==> src/rtl/conv_fifo_pkg.sv <==
// Shared status encodings and pointer arithmetic for the convolution stream FIFO.
package conv_fifo_pkg;

  localparam logic [1:0] STAT_EMPTY = 2'b01;
  localparam logic [1:0] STAT_FULL  = 2'b10;
  localparam logic [1:0] STAT_MID   = 2'b00;

  // Occupancy from wrap-bit pointers; result is masked to ptr_w bits so the
  // modulo-2^ptr_w difference is correct whatever width the caller uses.
  function automatic logic [31:0] ptr_count(input logic [31:0] wr,
                                            input logic [31:0] rd,
                                            input int unsigned ptr_w);
    logic [31:0] mask;
    mask = (32'd1 << ptr_w) - 32'd1;
    return (wr - rd) & mask;
  endfunction

endpackage

==> src/rtl/conv_fifo_ram.sv <==
// Storage array for the stream FIFO: one write port, one registered read port.
// The read register is cleared by reset; the array itself is never cleared.
module conv_fifo_ram
  import conv_fifo_pkg::*;
#(
  parameter int DATA_W = 20,
  parameter int DEPTH  = 8,
  parameter int ADDR_W = $clog2(DEPTH)
) (
  input  logic              clk,
  input  logic              reset,
  input  logic              we,
  input  logic [ADDR_W-1:0] waddr,
  input  logic [DATA_W-1:0] wdata,
  input  logic              re,
  input  logic [ADDR_W-1:0] raddr,
  output logic [DATA_W-1:0] rdata
);

  logic [DATA_W-1:0] mem [DEPTH];

  // Write port: unreset storage.
  always_ff @(posedge clk) begin
    if (we) mem[waddr] <= wdata;
  end

  // Read port: holds the last popped word until the next accepted read.
  always_ff @(posedge clk) begin
    if (reset)   rdata <= '0;
    else if (re) rdata <= mem[raddr];
  end

endmodule

==> src/rtl/conv_stream_fifo.sv <==
// Synchronous stream FIFO between the convolution datapath and the
// accumulator/pooling stage. Pointers carry one extra wrap bit so full and
// empty are distinguishable without a separate counter.
// Optional sticky error flags are built only when CONV_FIFO_ERR_EN is defined.
module conv_stream_fifo
  import conv_fifo_pkg::*;
#(
  parameter int DATA_W   = 20,
  parameter int DEPTH    = 8,
  parameter int AF_LEVEL = 6,
  parameter int AE_LEVEL = 1
) (
  input  logic                     clk,
  input  logic                     reset,
  input  logic                     wr_en,
  input  logic [DATA_W-1:0]        wr_data,
  input  logic                     rd_en,
  output logic [DATA_W-1:0]        rd_data,
  output logic                     rd_valid,
  output logic [1:0]               status,
  output logic [$clog2(DEPTH):0]   count,
  output logic                     almost_full,
  output logic                     almost_empty,
  output logic                     overflow,
  output logic                     underflow,
  input  logic                     err_clr
);

  localparam int ADDR_W = $clog2(DEPTH);
  localparam int CNT_W  = ADDR_W + 1;

  logic [ADDR_W:0] wr_ptr, rd_ptr;
  logic            full, empty, wr_ok, rd_ok;

  assign full  = (wr_ptr[ADDR_W] != rd_ptr[ADDR_W]) &&
                 (wr_ptr[ADDR_W-1:0] == rd_ptr[ADDR_W-1:0]);
  assign empty = (wr_ptr == rd_ptr);
  assign wr_ok = wr_en && !full;
  assign rd_ok = rd_en && !empty;

  assign count        = CNT_W'(ptr_count(32'(wr_ptr), 32'(rd_ptr), CNT_W));
  assign status       = full ? STAT_FULL : (empty ? STAT_EMPTY : STAT_MID);
  assign almost_full  = (count >= CNT_W'(AF_LEVEL));
  assign almost_empty = (count <= CNT_W'(AE_LEVEL));

  // Pointer advance and read-valid strobe; reset overrides any request.
  always_ff @(posedge clk) begin
    if (reset) begin
      wr_ptr   <= '0;
      rd_ptr   <= '0;
      rd_valid <= 1'b0;
    end else begin
      if (wr_ok) wr_ptr <= wr_ptr + 1'b1;
      if (rd_ok) rd_ptr <= rd_ptr + 1'b1;
      rd_valid <= rd_ok;
    end
  end

  conv_fifo_ram #(
    .DATA_W (DATA_W),
    .DEPTH  (DEPTH),
    .ADDR_W (ADDR_W)
  ) u_ram (
    .clk   (clk),
    .reset (reset),
    .we    (wr_ok && !reset),
    .waddr (wr_ptr[ADDR_W-1:0]),
    .wdata (wr_data),
    .re    (rd_ok && !reset),
    .raddr (rd_ptr[ADDR_W-1:0]),
    .rdata (rd_data)
  );

`ifdef CONV_FIFO_ERR_EN
  // Sticky error flags; a new error in the same cycle beats err_clr.
  always_ff @(posedge clk) begin
    if (reset) begin
      overflow  <= 1'b0;
      underflow <= 1'b0;
    end else begin
      if (wr_en && full)  overflow <= 1'b1;
      else if (err_clr)   overflow <= 1'b0;
      if (rd_en && empty) underflow <= 1'b1;
      else if (err_clr)   underflow <= 1'b0;
    end
  end
`else
  logic unused_err_clr;
  assign unused_err_clr = err_clr;
  assign overflow  = 1'b0;
  assign underflow = 1'b0;
`endif

endmodule

==> config.mk <==
export PLATFORM = sky130hd
export DESIGN_NAME = conv_stream_fifo
export DESIGN_NICKNAME = d
export VERILOG_FILES = /design/src/rtl/conv_fifo_pkg.sv /design/src/rtl/conv_fifo_ram.sv /design/src/rtl/conv_stream_fifo.sv
export SDC_FILE = /design/constraint.sdc
export NUM_CORES = 1
export LEC_CHECK = 0
export CAP_MARGIN = 25
export CORE_MARGIN = 2
export CORE_UTILIZATION = 29
export DETAILED_ROUTE_END_ITERATION = 12
export PLACE_DENSITY = 0.49
export SYNTH_ARGS = -nofsm -noshare
export SYNTH_HDL_FRONTEND = slang
export SYNTH_SLANG_ARGS = --single-unit
==> constraint.sdc <==
create_clock -name clk -period 3.6 [get_ports clk]
set_input_delay 0.54 -clock clk [delete_from_list [all_inputs] [get_ports clk]]
set_output_delay 0.54 -clock clk [all_outputs]
set_load 0.02 [all_outputs]
Yosys cells after proc, flatten, opt, wreduce, memory -nomap -nowiden

Memories as Yosys holds them, arrays and structs flattened. A register that Yosys moved wholly into a read port is not among the register bits.
Cells that the tools add are included.

Logic and storage cells: 24
Flip-flop bits (word level): 9
Memories: 1
Bits in writable memories: 160

Memories:

| memory    | depth | bits a word | read ports | clocked after memory_dff | wr ports | line                | RTL |
|---|---|---|---|---|---|---|---|
| u_ram.mem | 8     | 20          | 1          | 1                        | 1        | conv_fifo_ram.sv:20 | `logic [DATA_W-1:0] mem [DEPTH];` |

Reduce and logical (&&, ||, !) cells: 8
$lt $le $gt $ge: 2
Multiplexer cells: 4
Add/subtract/negate cells: 3
Eq/ne operators: 3

Operators with widths:

| kind                                                              | count |
|---|---|
| adder 4 x 1 -> 4 bit, second input constant                       | 2 |
| logical AND 1 bit                                                 | 5 |
| equality test 4 bit                                               | 1 |
| greater-or-equal comparator 4 x 3 -> 1 bit, second input constant | 1 |
| less-or-equal comparator 4 x 1 -> 1 bit, second input constant    | 1 |
| subtractor 4 bit                                                  | 1 |
| equality test 3 bit                                               | 1 |
| logical NOT 1 bit                                                 | 3 |
| 2-to-1 mux 1 bit                                                  | 3 |
| 2-to-1 mux 2 bit                                                  | 1 |
| != test 1 bit                                                     | 1 |

Longest topological paths before layout

Depth in word-level cells: 7
Mapped depth: 9

By module

From an unflattened synthesis, not the netlist that was laid out.

Cells, all modules: 457
Area, all modules: 7634.8 sq um

Modules (own cells, without submodules):

| module           | times used | cells an instance | area an instance (sq um) | seq. area each (sq um) |
|---|---|---|---|---|
| conv_fifo_ram    | 1          | 380               | 6967.9                   | 5205.0 |
| conv_stream_fifo | 1          | 77                | 666.9                    | 180.2 |

Worst setup path before layout

No wires, ideal clock.

Kind: register to register
Start: register rd_ptr[2]
End: memory u_ram.mem[0][0], enable pin
Arrival time: 3.190 ns
Stages on the path, launching flop included: 9
Data required time: 3.178 ns
Library setup time: 0.422 ns
Setup slack: -0.012 ns
Path through: dfxtp_1 clkbuf_1 buf_2 inv_1 ha_1 nand3_1 o21ai_2 or3_4 nor3_1

Word-level cells in the longest chain between the ends: 7

Ends and longest elaborated chain:

| what                                   | line                   | RTL |
|---|---|---|
| from (decl)                            | conv_stream_fifo.sv:32 | `logic [ADDR_W:0] wr_ptr, rd_ptr;` |
| from (signal assigned)                 | conv_stream_fifo.sv:54 | `if (rd_ok) rd_ptr <= rd_ptr + 1'b1;` |
| equality test 3 bit                    | conv_stream_fifo.sv:36 | `(wr_ptr[ADDR_W-1:0] == rd_ptr[ADDR_W-1:0]);` |
| logical AND 1 bit                      | conv_stream_fifo.sv:35 | `assign full = (wr_ptr[ADDR_W] != rd_ptr[ADDR_W]) &&` |
| logical NOT 1 bit                      | conv_stream_fifo.sv:38 | `assign wr_ok = wr_en && !full;` |
| logical AND 1 bit                      | conv_stream_fifo.sv:38 |  |
| logical AND 1 bit                      | conv_stream_fifo.sv:66 | `.we (wr_ok && !reset),` |
| 2-to-1 mux 1 bit                       | conv_fifo_ram.sv:24    | `if (we) mem[waddr] <= wdata;` |
| 2-to-1 mux 1 bit (not written as such) | conv_fifo_ram.sv:24    |  |
| to (decl)                              | conv_fifo_ram.sv:20    |  |

Every way passes these cells.

Worst setup path in the final report

Start: register wr_ptr[0]
End: output almost_full

Word-level cells in the longest chain between the ends: 2

Ends and longest elaborated chain:

| what                                       | line                   | RTL |
|---|---|---|
| from (decl)                                | conv_stream_fifo.sv:32 |  |
| from (signal assigned)                     | conv_stream_fifo.sv:53 | `if (wr_ok) wr_ptr <= wr_ptr + 1'b1;` |
| subtractor 4 bit                           | conv_fifo_pkg.sv:15    | `return (wr - rd) & mask;` |
| greater-or-equal comparator 4 x 3 -> 1 bit | conv_stream_fifo.sv:43 | `assign almost_full = (count >= CNT_W'(AF_LEVEL));` |
| to (decl)                                  | conv_stream_fifo.sv:22 | `output logic almost_full,` |

Every way passes these cells.

==> impl_results.md <==
* Crit Path Category: reg -> out
* Largest cells by area after synthesis: sky130_fd_sc_hd__edfxtp_1 (66%), sky130_fd_sc_hd__mux4_2 (12%), sky130_fd_sc_hd__dfxtp_1 (8.0%)
* Post-DP Area at 0.00825 mm^2
* Worst flop-to-flop path endpoint: u_ram.mem[7][18]$_DFFE_PP_
* DRC at 0
* Count of buffer and inverter cells on the critical path at 2
* Max stage delay cell, worst path: sky130_fd_sc_hd__clkdlybuf4s50_1
* Number of core rows at 58
* Residual antenna-violating net count after detailed routing at 0
* Total vias in the final route at 3718
* Via count of the first global-routing pass at 3817
* Post-synth top area share at 0.659
* Reg2Reg Setup Slack at 0.86 ns
* Start point of the worst hold path: u_ram.rdata[12]$_SDFFE_PP0P_
* Leading cell type in the layout, fill and taps excluded: sky130_fd_sc_hd__edfxtp_1
* Multiplexer share of the synthesized area at 0.126
* Post-DP HPWL at 8570 um
* Top cell type by total area after synthesis: sky130_fd_sc_hd__edfxtp_1
* Warnings from Yosys at 0
* Complex-gate fraction of the synthesized area at 0.0340
* Port buffer count at 52
* Hold violation count in the final report at 0
* Layout fillers at 2348
* Area of the multi-input gates at 0.00176 mm^2
* Worst Hold Endpoint: u_ram.rdata[12]$_SDFFE_PP0P_
* Sum of negative setup slack at 0 ns
* Clk root buf: sky130_fd_sc_hd__clkbuf_16
* Clock Skews at 0.00771 ns
* Routed Wire Length at 15300 um
* Non-filler instance count after layout at 806
* Number of CTS-inserted buffers at 17
* Max-cap violations at 0
* Area grow syn2layout at 21.1%
* Synthesized instance count at 399
* Area of the mapped netlist at 0.00729 mm^2
* Setup repair after global routing missed its margin: no
* Final number of max-transition violations at 0
* Total chip power at 0.00519 W
* Number of distinct library cell variants in the gate-level netlist after synthesis at 32
* Reg2reg start: wr_ptr[0]$_SDFFE_PP0P_
* Routed vias/inst at 4.61
* Horizontal die dimension at 163 um
* Count of clock tree sinks at 189
* Pin count of the biggest net entering global routing at 44
* Level count of the clock H-tree at 4
* Synth Area per Inst at 18.3 um^2
* Top Ports at 56
* Register cell area after layout at 0.00539 mm^2
* Final setup fails at 0
* CTS tree: done
* Synth Register Bits at 189
* Later-pin clock latency in the skew report at 0.42 ns
* Worst reg2reg path depth at 7
* Overall overflow remaining after global route at 0
* Share of cells above drive strength 1 at 0.216
* Global-route wire length before repair at 23100 um
* Final instance area at 0.00884 mm^2
* CTS max path bufs at 2
* Clock slew at the register clock pins of the worst setup and hold paths at 0.07 ns
* Most frequent cells in the layout: sky130_fd_sc_hd__edfxtp_1 (160), sky130_fd_sc_hd__nand2_1 (64), sky130_fd_sc_hd__clkdlybuf4s50_1 (52)
* Cell depth of the worst min-delay path at 1
* Wire length per cell at 19.0 um
* Result of the run: finished clean
* Core ar. at 0.0250 mm^2
* Max FO, Critical Path at 7
* Final Net Count at 494
* Combinational family with the most area after synthesis: multiplexers
* Max incr delay on CP at 0.63 ns
* Initial antenna violation count at 0
* Instance count after placement with tap cells included at 774
* Xor/xnor share of the synthesized area at 0.0106
* Final weighted congestion in routability-driven placement at 0.735
* Leak Pwr at 2.89 nW
* Drt first-iter violations at 257
* Worst voltage drop across the vdd grid at 0.255 mV
* Post-synthesis simple-gate area fraction at 0.0540
* CP endpoint kind: output pin
* Starting Density at 0.292
* Peak clock frequency supported by timing at 0.304 GHz
* Arithmetic-cell share of the synthesized area counting full adders, half adders and majority gates at 0.0113
* Worst rel slew slack at 0.404
* Sequential cell area fraction in the yosys report at 0.738
* Cell area power density at 587 mW/mm^2
* Height of the chip at 163 um
* Arrival time at the worst endpoint at 2.75 ns
* Die area at 0.0264 mm^2
* Detailed Routing Iterations Pass 1 at 5
* Largest delay share family, worst path: buffers and inverters
* Post-CTS Setup Bufs at 0
* Crit path time final at 3.29 ns
* Measured slew at the worst slew-check pin at 0.894 ns
* Period utilization at 0.915
* Required time of the critical path at 3.06 ns
* # diodes at 0
* Overall fraction of global-route tracks in use at 0.121
* CP startpoint kind: register
* Class of the most critical hold timing path: reg -> reg
* Critical Path, Cell by Cell: inv_1 -> ha_1 -> fa_1 -> xnor2_1 -> nand2_1 -> o21ai_0 -> clkdlybuf4s50_1
per-stage QoR:
step | setup slack (ns) | util | hold slack (ns)
after floorplan | 0.484 | - | 0.518
after global placement | 0.734 | 0.330 | 0.468
after detailed placement | 0.653 | 0.330 | 0.466
after CTS | 0.210 | 0.354 | 0.486
after global routing | 0.165 | 0.354 | 0.507
final | 0.307 | 0.354 | 0.484
cell usage after synthesis (all sizes together):
| cell | n |
|---|---|
| nor2b | 2 |
| xor2 | 4 |
| o21ai | 5 |
| buf | 16 |
| nor2 | 18 |
| clkbuf | 6 |
| conb | 1 |
| ha | 5 |
| fa | 1 |
| or3b | 1 |
| mux2i | 2 |
| a22o | 20 |
| mux4 | 40 |
| a21oi | 2 |
| and3 | 2 |
| xnor2 | 4 |
| dfxtp | 29 |
| edfxtp | 160 |
| nand2 | 64 |
| or3 | 2 |
| inv | 7 |
| o211ai | 3 |
| o21a | 1 |
| nand3 | 2 |
| nor3 | 2 |
worst max-delay path by stage:
| stage | startpoint | cells past startpoint | slack, ns | endpoint |
|---|---|---|---|---|
| final | wr_ptr[0]$_SDFFE_PP0P_ | 7 | 0.31 | almost_full |
| after global routing | wr_ptr[0]$_SDFFE_PP0P_ | 7 | 0.16 | almost_full |
| after CTS | rd_ptr[1]$_SDFFE_PP0N_ | 7 | 0.21 | almost_empty |
| after detailed placement | rd_ptr[1]$_SDFFE_PP0N_ | 7 | 0.65 | u_ram.mem[7][11]$_DFFE_PP_ |
| after global placement | rd_ptr[1]$_SDFFE_PP0N_ | 7 | 0.73 | u_ram.mem[7][14]$_DFFE_PP_ |
| after floorplan | rd_ptr[2]$_SDFFE_PP0N_ | 8 | 0.48 | u_ram.mem[5][0]$_DFFE_PP_ |
flip-flops by register name (all words and copies together), names as in the netlist:
register,flops
u_ram.rdata,20
u_ram.mem,160
rd_ptr,4
rd_valid,1
wr_ptr,4
power breakdown:
group | total [W] | internal [W] | switching, W
Clock | 0.00185 | 0.00104 | 0.000815
Sequential | 0.00249 | 0.00245 | 0.0000428
Combinational | 0.000848 | 0.000405 | 0.000443
per-layer routing:
| metal | vias to the layer above | track usage | wire (um) |
|---|---|---|---|
| met5 | - | 0 | 0 |
| met4 | 0 | 0.0374 | 159 |
| met3 | 8 | 0.0260 | 599 |
| met2 | 83 | 0.201 | 7710 |
| met1 | 1957 | 0.159 | 6840 |
| li1 | 1670 | - | - |
final cells by class:
cell class              count  share of cell area
clock inverters            15              0.0181
repair buffers             66              0.0750
well taps                 330              0.0467
flip-flops and latches    189               0.610
multi-input cells         182               0.199
inverters                   7             0.00297
clock buffers              17              0.0481
timing repair:
action | 4_1_cts | 5_1_grt
hold buffers | 0 | 0
hold endpoints to repair | 0 | 0
setup endpoints to repair | 0 | 2
gates resized for setup | 0 | 1
kinds of logic after synthesis:
logic type	after synthesis
flops	189
simple gates	93
mux	42
compound gates	31
buf+inv	29
xor+xnor	8
fa+ha+maj	6
other cells	1
Note: power is estimated with default switching activity, not from simulation.
